**src/rtl/rf_pkg.sv**
```systemverilog
// Shared register-file writeback types, widths and helpers.
// Latency: n/a (declarations only).
// Backpressure: n/a.
package rf_pkg;

    localparam int DEFAULT_ADDRESS_WIDTH = 5;
    localparam int DEFAULT_DATA_WIDTH    = 32;

    // Writes to x0 are architecturally discarded.
    localparam logic [DEFAULT_ADDRESS_WIDTH-1:0] REG_ZERO = '0;

    typedef struct packed {
        logic                              valid;
        logic [DEFAULT_ADDRESS_WIDTH-1:0]  rd;
        logic [DEFAULT_DATA_WIDTH-1:0]     data;
    } wb_req_t;

    typedef enum logic {
        NORMAL = 1'b0,
        BOOST  = 1'b1
    } arb_state_e;

    // Width needed to count up to limit, never narrower than one bit.
    function automatic int starve_cnt_width(input int limit);
        return (limit < 1) ? 1 : $clog2(limit + 1);
    endfunction

endpackage

```
**src/rtl/rf_starve_counter.sv**
```systemverilog
// Counts stalled cycles of a pending memory write and raises priority boost.
// Latency: boost updates one cycle after the stall/accept that causes it.
// Backpressure: none; observes the memory handshake only.
module rf_starve_counter
    import rf_pkg::*;
#(
    parameter int STARVE_LIMIT = 3
) (
    input  logic clk,
    input  logic rst,
    input  logic mem_valid,
    input  logic mem_req,
    input  logic mem_accept,
    output logic boost
);

    localparam int CW = starve_cnt_width(STARVE_LIMIT);
    localparam logic [CW-1:0] LIMIT_C = CW'(STARVE_LIMIT);

    arb_state_e    state_q, state_d;
    logic [CW-1:0] cnt_q, cnt_d;
    logic          boost_q, boost_d;

    // Next state: count stalls in NORMAL, leave BOOST once memory is served or gone.
    always_comb begin
        state_d = state_q;
        cnt_d   = cnt_q;
        case (state_q)
            NORMAL: begin
                if (!mem_valid || mem_accept) begin
                    cnt_d = '0;
                end else if (mem_req) begin
                    if (cnt_q < LIMIT_C) begin
                        cnt_d = cnt_q + 1'b1;
                    end
                    if (cnt_d >= LIMIT_C) begin
                        state_d = BOOST;
                    end
                end
            end
            BOOST: begin
                if (!mem_valid || mem_accept) begin
                    state_d = NORMAL;
                    cnt_d   = '0;
                end
            end
            default: begin
                state_d = NORMAL;
                cnt_d   = '0;
            end
        endcase
        // A zero limit means memory always holds priority.
        if (STARVE_LIMIT == 0) begin
            state_d = BOOST;
            cnt_d   = '0;
        end
        boost_d = (state_d == BOOST);
    end

    // FSM state, counter and registered boost output.
    always_ff @(posedge clk) begin
        if (rst) begin
            state_q <= NORMAL;
            cnt_q   <= '0;
            boost_q <= 1'b0;
        end else begin
            state_q <= state_d;
            cnt_q   <= cnt_d;
            boost_q <= boost_d;
        end
    end

    assign boost = boost_q;

endmodule

```
**src/rtl/rf_write_arbiter.sv**
```systemverilog
// Shares the register-file write port between ALU and memory writeback.
// Latency: one cycle from accepted request to WE3/ad3/WD3.
// Backpressure: combinational ready; ALU wins unless memory is starved; x0 always accepted.
module rf_write_arbiter
    import rf_pkg::*;
#(
    parameter int ADDRESS_WIDTH = DEFAULT_ADDRESS_WIDTH,
    parameter int DATA_WIDTH    = DEFAULT_DATA_WIDTH,
    parameter int STARVE_LIMIT  = 3
) (
    input  logic                     clk,
    input  logic                     rst,
    input  logic                     alu_valid,
    input  logic [ADDRESS_WIDTH-1:0] alu_rd,
    input  logic [DATA_WIDTH-1:0]    alu_data,
    output logic                     alu_ready,
    input  logic                     mem_valid,
    input  logic [ADDRESS_WIDTH-1:0] mem_rd,
    input  logic [DATA_WIDTH-1:0]    mem_data,
    output logic                     mem_ready,
    output logic                     WE3,
    output logic [ADDRESS_WIDTH-1:0] ad3,
    output logic [DATA_WIDTH-1:0]    WD3,
    output logic                     mem_boost
);

    logic alu_x0, mem_x0;
    logic alu_req, mem_req;
    logic alu_win, mem_win;
    logic boost, mem_pri;

    logic                     we_q, we_d;
    logic [ADDRESS_WIDTH-1:0] ad3_q, ad3_d;
    logic [DATA_WIDTH-1:0]    wd3_q, wd3_d;

    assign alu_x0  = (alu_rd == ADDRESS_WIDTH'(REG_ZERO));
    assign mem_x0  = (mem_rd == ADDRESS_WIDTH'(REG_ZERO));
    assign alu_req = alu_valid && !alu_x0;
    assign mem_req = mem_valid && !mem_x0;
    assign mem_pri = boost || (STARVE_LIMIT == 0);

    rf_starve_counter #(
        .STARVE_LIMIT (STARVE_LIMIT)
    ) u_starve (
        .clk        (clk),
        .rst        (rst),
        .mem_valid  (mem_valid),
        .mem_req    (mem_req),
        .mem_accept (mem_win),
        .boost      (boost)
    );

    // Ready: x0 requests are swallowed at once; otherwise the non-priority side yields.
    always_comb begin
        alu_ready = 1'b0;
        mem_ready = 1'b0;
        if (!rst) begin
            alu_ready = alu_x0 || !(mem_pri && mem_req);
            mem_ready = mem_x0 || !(!mem_pri && alu_req);
        end
    end

    assign alu_win = alu_req && alu_ready;
    assign mem_win = mem_req && mem_ready;

    // Output stage next values: load the single winner, otherwise hold address/data.
    always_comb begin
        we_d  = alu_win || mem_win;
        ad3_d = ad3_q;
        wd3_d = wd3_q;
        if (mem_win) begin
            ad3_d = mem_rd;
            wd3_d = mem_data;
        end else if (alu_win) begin
            ad3_d = alu_rd;
            wd3_d = alu_data;
        end
    end

    // Registered write port; reset drops any pending write.
    always_ff @(posedge clk) begin
        if (rst) begin
            we_q  <= 1'b0;
            ad3_q <= '0;
            wd3_q <= '0;
        end else begin
            we_q  <= we_d;
            ad3_q <= ad3_d;
            wd3_q <= wd3_d;
        end
    end

    assign WE3       = we_q;
    assign ad3       = ad3_q;
    assign WD3       = wd3_q;
    assign mem_boost = boost;

endmodule

```
**config.mk**
```make
export PLATFORM = sky130hd
export DESIGN_NAME = rf_write_arbiter
export DESIGN_NICKNAME = d
export VERILOG_FILES = /design/src/rtl/rf_pkg.sv /design/src/rtl/rf_starve_counter.sv /design/src/rtl/rf_write_arbiter.sv
export SDC_FILE = /design/constraint.sdc
export NUM_CORES = 1
export LEC_CHECK = 0
export CAP_MARGIN = 30
export CORE_AREA = 2 2 82 84
export DETAILED_ROUTE_END_ITERATION = 10
export DIE_AREA = 0 0 84 86
export PLACE_DENSITY_LB_ADDON = 0.08
export SLEW_MARGIN = 25
export SYNTH_ARGS = -nofsm -noshare
export SYNTH_HDL_FRONTEND = slang
export SYNTH_SLANG_ARGS = --single-unit
```
**constraint.sdc**
```tcl
create_clock -name clk -period 2.9 [get_ports clk]
set_input_delay 0.435 -clock clk [delete_from_list [all_inputs] [get_ports clk]]
set_output_delay 0.435 -clock clk [all_outputs]
set_load 0.02 [all_outputs]
```
Word level (Yosys, flattened, before mapping):

Cells that the tools add are included.

* memory bits (writable): 0
* bits in read-only memories: 0
* input port bits: 78
* memories: 0
* bits in latches: 0
* output and inout port bits: 41
* register bits after elaboration: 41
* logic and storage cells: 50

* shift-type cells: 0
* $mul: 0
* order comparisons: 2
* divide/modulo/power cells: 0
* bitwise gates (word level): 1
* reductions and logical operators: 20
* add/subtract/negate cells: 1
* equality and inequality tests: 2
* mux-type cells: 19

Operators by type and width (count)
* 32-bit 2-to-1 mux: 2
* 2-bit 2-to-1 mux: 7
* 5-bit logical NOT: 2
* 5-bit 2-to-1 mux: 2
* 1-bit logical AND: 6
* 1-bit logical NOT: 6
* 1-bit 2-to-1 mux: 6
* 1-bit logical OR: 4
* 2-bit case mux with 2 select lines: 1
* 3-bit by 2-bit inequality test with 1-bit output, second input constant: 1
* 2-bit by 1-bit adder with 2-bit output, second input constant: 1
* 2-bit greater-or-equal comparator, second input constant: 1
* 2-bit < comparator, second input constant: 1
* 2-bit inequality test, second input constant: 1
* 1-bit case mux with 2 select lines: 1
* 2-bit AND reduction: 1
* 2-bit nonzero test: 1
* 1-bit inverter: 1

Depth between registers and ports, before layout:

* depth after elaboration: 16
* depth in mapped cells: 6
* gate-level depth less buffers: 4

By module:

From an unflattened synthesis, not the netlist that was laid out.

* cells, all modules: 250
* area, all modules: 2097.0 µm²

By module, submodules not included
* rf_write_arbiter: times used 1, cells each 237, sequential area each 760.7 µm², area each 1968.1 µm²
* rf_starve_counter: times used 1, cells each 13, sequential area each 60.1 µm², area each 128.9 µm²

Worst setup path before layout:

OpenSTA, ideal clock, no wires.

* path type: input-to-output
* from: in alu_rd[0]
* to: out mem_ready
* path buffers: 1
* required time: 2.465 ns
* slack: 0.916 ns
* cell stages on the path: 4
* arrival: 1.549 ns
* path through: nor4_2 -> a21boi_0 -> buf_2 -> a21oi_1

* cells in the longest elaborated chain, start to end: 7

RTL lines
* start, declared: line rf_write_arbiter.sv:14 `input logic [ADDRESS_WIDTH-1:0] alu_rd,`
* 5-bit logical NOT: line rf_write_arbiter.sv:36 `assign alu_x0 = (alu_rd == ADDRESS_WIDTH'(REG_ZERO));`
* 1-bit logical NOT: line rf_write_arbiter.sv:38 `assign alu_req = alu_valid && !alu_x0;`
* 1-bit logical AND: line rf_write_arbiter.sv:38
* 1-bit logical AND: line rf_write_arbiter.sv:59 `mem_ready = mem_x0 || !(!mem_pri && alu_req);`
* 1-bit logical NOT: line rf_write_arbiter.sv:59
* 1-bit logical OR: line rf_write_arbiter.sv:59
* 1-bit 2-to-1 mux: line rf_write_arbiter.sv:57 `if (!rst) begin`
* end, declared: line rf_write_arbiter.sv:20 `output logic mem_ready,`

Every way passes these cells.

Worst setup path in the final report:

* from: in alu_rd[0]
* to: out alu_ready

* cells in the longest elaborated chain, start to end: 3

RTL lines
* 5-bit logical NOT: line rf_write_arbiter.sv:36
* 1-bit logical OR: line rf_write_arbiter.sv:58 `alu_ready = alu_x0 || !(mem_pri && mem_req);`
* 1-bit 2-to-1 mux: line rf_write_arbiter.sv:57
* end, declared: line rf_write_arbiter.sv:16 `output logic alu_ready,`

Every way passes these cells.

==> metrics <==
Post-Route Utilization=0.5519; post-DR wirelength/cell=16.37 um; routed vias=between 2000 and 2500; Async SR Flop Fraction=0; FF-to-FF path depth=5; Synth Flop Type=dfxtp_1; Critical Path Fanout Max=3; # clock sinks=about 40; post-route minimum period=~2.7 ns; post-DP HPWL=~5.0 mm; Clk pin slew, worst setup/hold paths=about 0.070 ns; Root Driver=clkbuf_8; pin count of the biggest net entering global routing=40; GRT overflow=0; Final Slew Violations=0; Post-CTS Repair Setup Buffers=0; mean post-synth cell area=roughly 8.4 um2; Crit path top cell by count=clkdlybuf4s50_1; Cell Rows=29; setup TNS=0 ns; Fmax=~370 MHz; Worst setup EP type=primary output; register area share after synthesis=0.3900; CP startpoint kind=input pin; worst path arrival time=between 2 and 2.5 ns; Mapped Area=between 2000 and 2500 um2; first-pass GRT wire length=about 12 mm; ant diodes=0; hold endpoint=u_starve.state_q; TritonRoute pass-1 iters=4; period utilization=0.9321; placed insts=between 400 and 500; VDD IR max=0.0002728 V; overall die height=86 um; R2R Path Start=u_starve.state_q; die area=7224 um2; Iteration-0 DRC Markers=172; RSZ-0062 raised after global routing=false; PortBufs=118; max cap viols=0; crit-path cells=clkdlybuf4s50_1, nor4_2, nand2_1, a21oi_1, clkdlybuf4s50_1; Worst Hold Path Cells=2; clk_lat worst skew=roughly 0.29 ns; Slew HR=0.6568; post-synthesis cell type count=28; vias in the first global route=around 2400; setup ws final=roughly 0.2 ns; initial core utilization=0.3353; initial antenna violation count=0; share of post-route cells with drive strength above 1=0.07989; Layout area overhead=64.63%; Post-Syn Nets=330; internal reg-to-reg setup slack=roughly 1.1 ns; Final Hold Viols=0; worst min-delay path class=reg2reg; Setup Skew=about 0.0047 ns; total core area=roughly 6300 um2; Filler cells=around 580; # hold bufs at CTS=0; CP max-delay cell=clkdlybuf4s50_1; worst slew pin tran=just over 0.5 ns; fin cells=440; most common cell after layout, fill and taps aside=clkdlybuf4s50_1; CTS tree=yes; H-tree levels=2; pwr dens=approximately 420 nW/um2; post-CTS sizing=0; antenna viol nets, final=0; DP Worst Slack=roughly 0.22 ns; Crit path required time=around 2.5 ns; status=finished clean; CTS max path bufs=2; leakage=1.155 nW; All-Layer GR Usage=0.2027; # DRC=0; I/O pins=119; nets=442; DRT Wirelength=about 7 mm; Die W=roughly 84 um; final setup fails=0; worst hold start=u_starve.cnt_q[1]; Syn. warnings=0; crit path kind=in2out; TritonCTS Buffers=5; number of synthesized flops with an enable pin=0; post-DR vias/cell=roughly 5.6; Worst path max stage delay=approximately 0.62 ns; Syn Inst Count=approximately 250; register bit total from synthesis=41; commonest cells after routing, fill and taps aside=clkdlybuf4s50_1 (118), dfxtp_1 (41), nor3_1 (37), a311oi_1 (37), o21ai_0 (35); Placer Congestion=slightly below 0.8; Reg-to-Reg End=ad3[3]
==> cell type report <==
type,count,area [um2],area share
inverter,2,7.507,0.002167
sequential,41,820.8,0.2369
multi-input combinational,181,1127,0.3254
timing repair buffer,133,1339,0.3864
tap,77,96.34,0.02781
clock inverter,1,5.005,0.001445
clock buffer,5,68.82,0.01986
==> synth_stat cells (2+ instances only) <==
cell	instances	share of area
nor3_1	37	0.088
a311oi_1	37	0.15
nand2b_1	2	0.0059
nand2_1	12	0.021
a21oi_1	7	0.017
a21o_1	2	0.0071
o21ai_0	35	0.083
nand3_1	34	0.081
buf_6	7	0.037
inv_1	2	0.0036
clkbuf_1	10	0.018
buf_2	10	0.024
o21ai_1	2	0.0048
dfxtp_1	41	0.39
==> critical path, delay by kind of cell <==
kind            cells  cell delay, ns
buf+inv             2            1.07
simple gates        2            0.61
compound gates      1            0.15
==> through the flow <==
| step | hold WS, ns | instance area (um2) | total power (W) |
|---|---|---|---|
| floorplan | 0.4458 | 2105 | 0.0008635 |
| CTS | 0.4910 | 3465 | 0.001464 |
| global route | 0.5178 | 3465 | 0.001530 |
| finish | 0.4854 | 3465 | 0.001447 |
| global placement | 0.4602 | 3363 | 0.001111 |
| detailed placement | 0.4766 | 3391 | 0.001117 |
==> kinds of logic after synthesis <==
family                 count (synthesis)  share of synthesized area
buffers and inverters                 30                    0.08502
AO/OA/AOI/OAI                         90                     0.2979
AND/OR/NAND/NOR                       91                     0.2271
flip-flops                            41                     0.3900
==> layer usage <==
layer | up-vias | global-route usage | wire length (um)
met5 | - | 0 | 0
met4 | 0 | 0.05718 | 122
met3 | 11 | 0.04427 | 445
met2 | 80 | 0.3484 | 3525
met1 | 1153 | 0.2572 | 3108
li1 | 1204 | - | -
==> report_power, final <==
group	total [W]	switching [W]	internal [W]	leakage [nW]
Sequential	0.000634	0.0000237	0.000611	0.340
Combinational	0.000467	0.000220	0.000247	0.775
Clock	0.000345	0.000187	0.000159	0.0399
Total	0.00145	0.000430	0.00102	1.16
==> state kept, by name, indices dropped and copies added (netlist names) <==
name	count
u_starve.state_q	1
WD3	32
ad3	5
u_starve.cnt_q	2
WE3	1
==> worst max-delay path by stage <==
stage	startpoint	slack, ns	end
finish	alu_rd[0]	0.20	alu_ready
global route	alu_rd[0]	0.12	alu_ready
CTS	alu_rd[0]	0.20	alu_ready
detailed placement	alu_rd[0]	0.22	alu_ready
global placement	alu_rd[0]	0.21	alu_ready
floorplan	alu_rd[0]	0.92	mem_ready
Note: power is estimated with default switching activity, not from simulation.
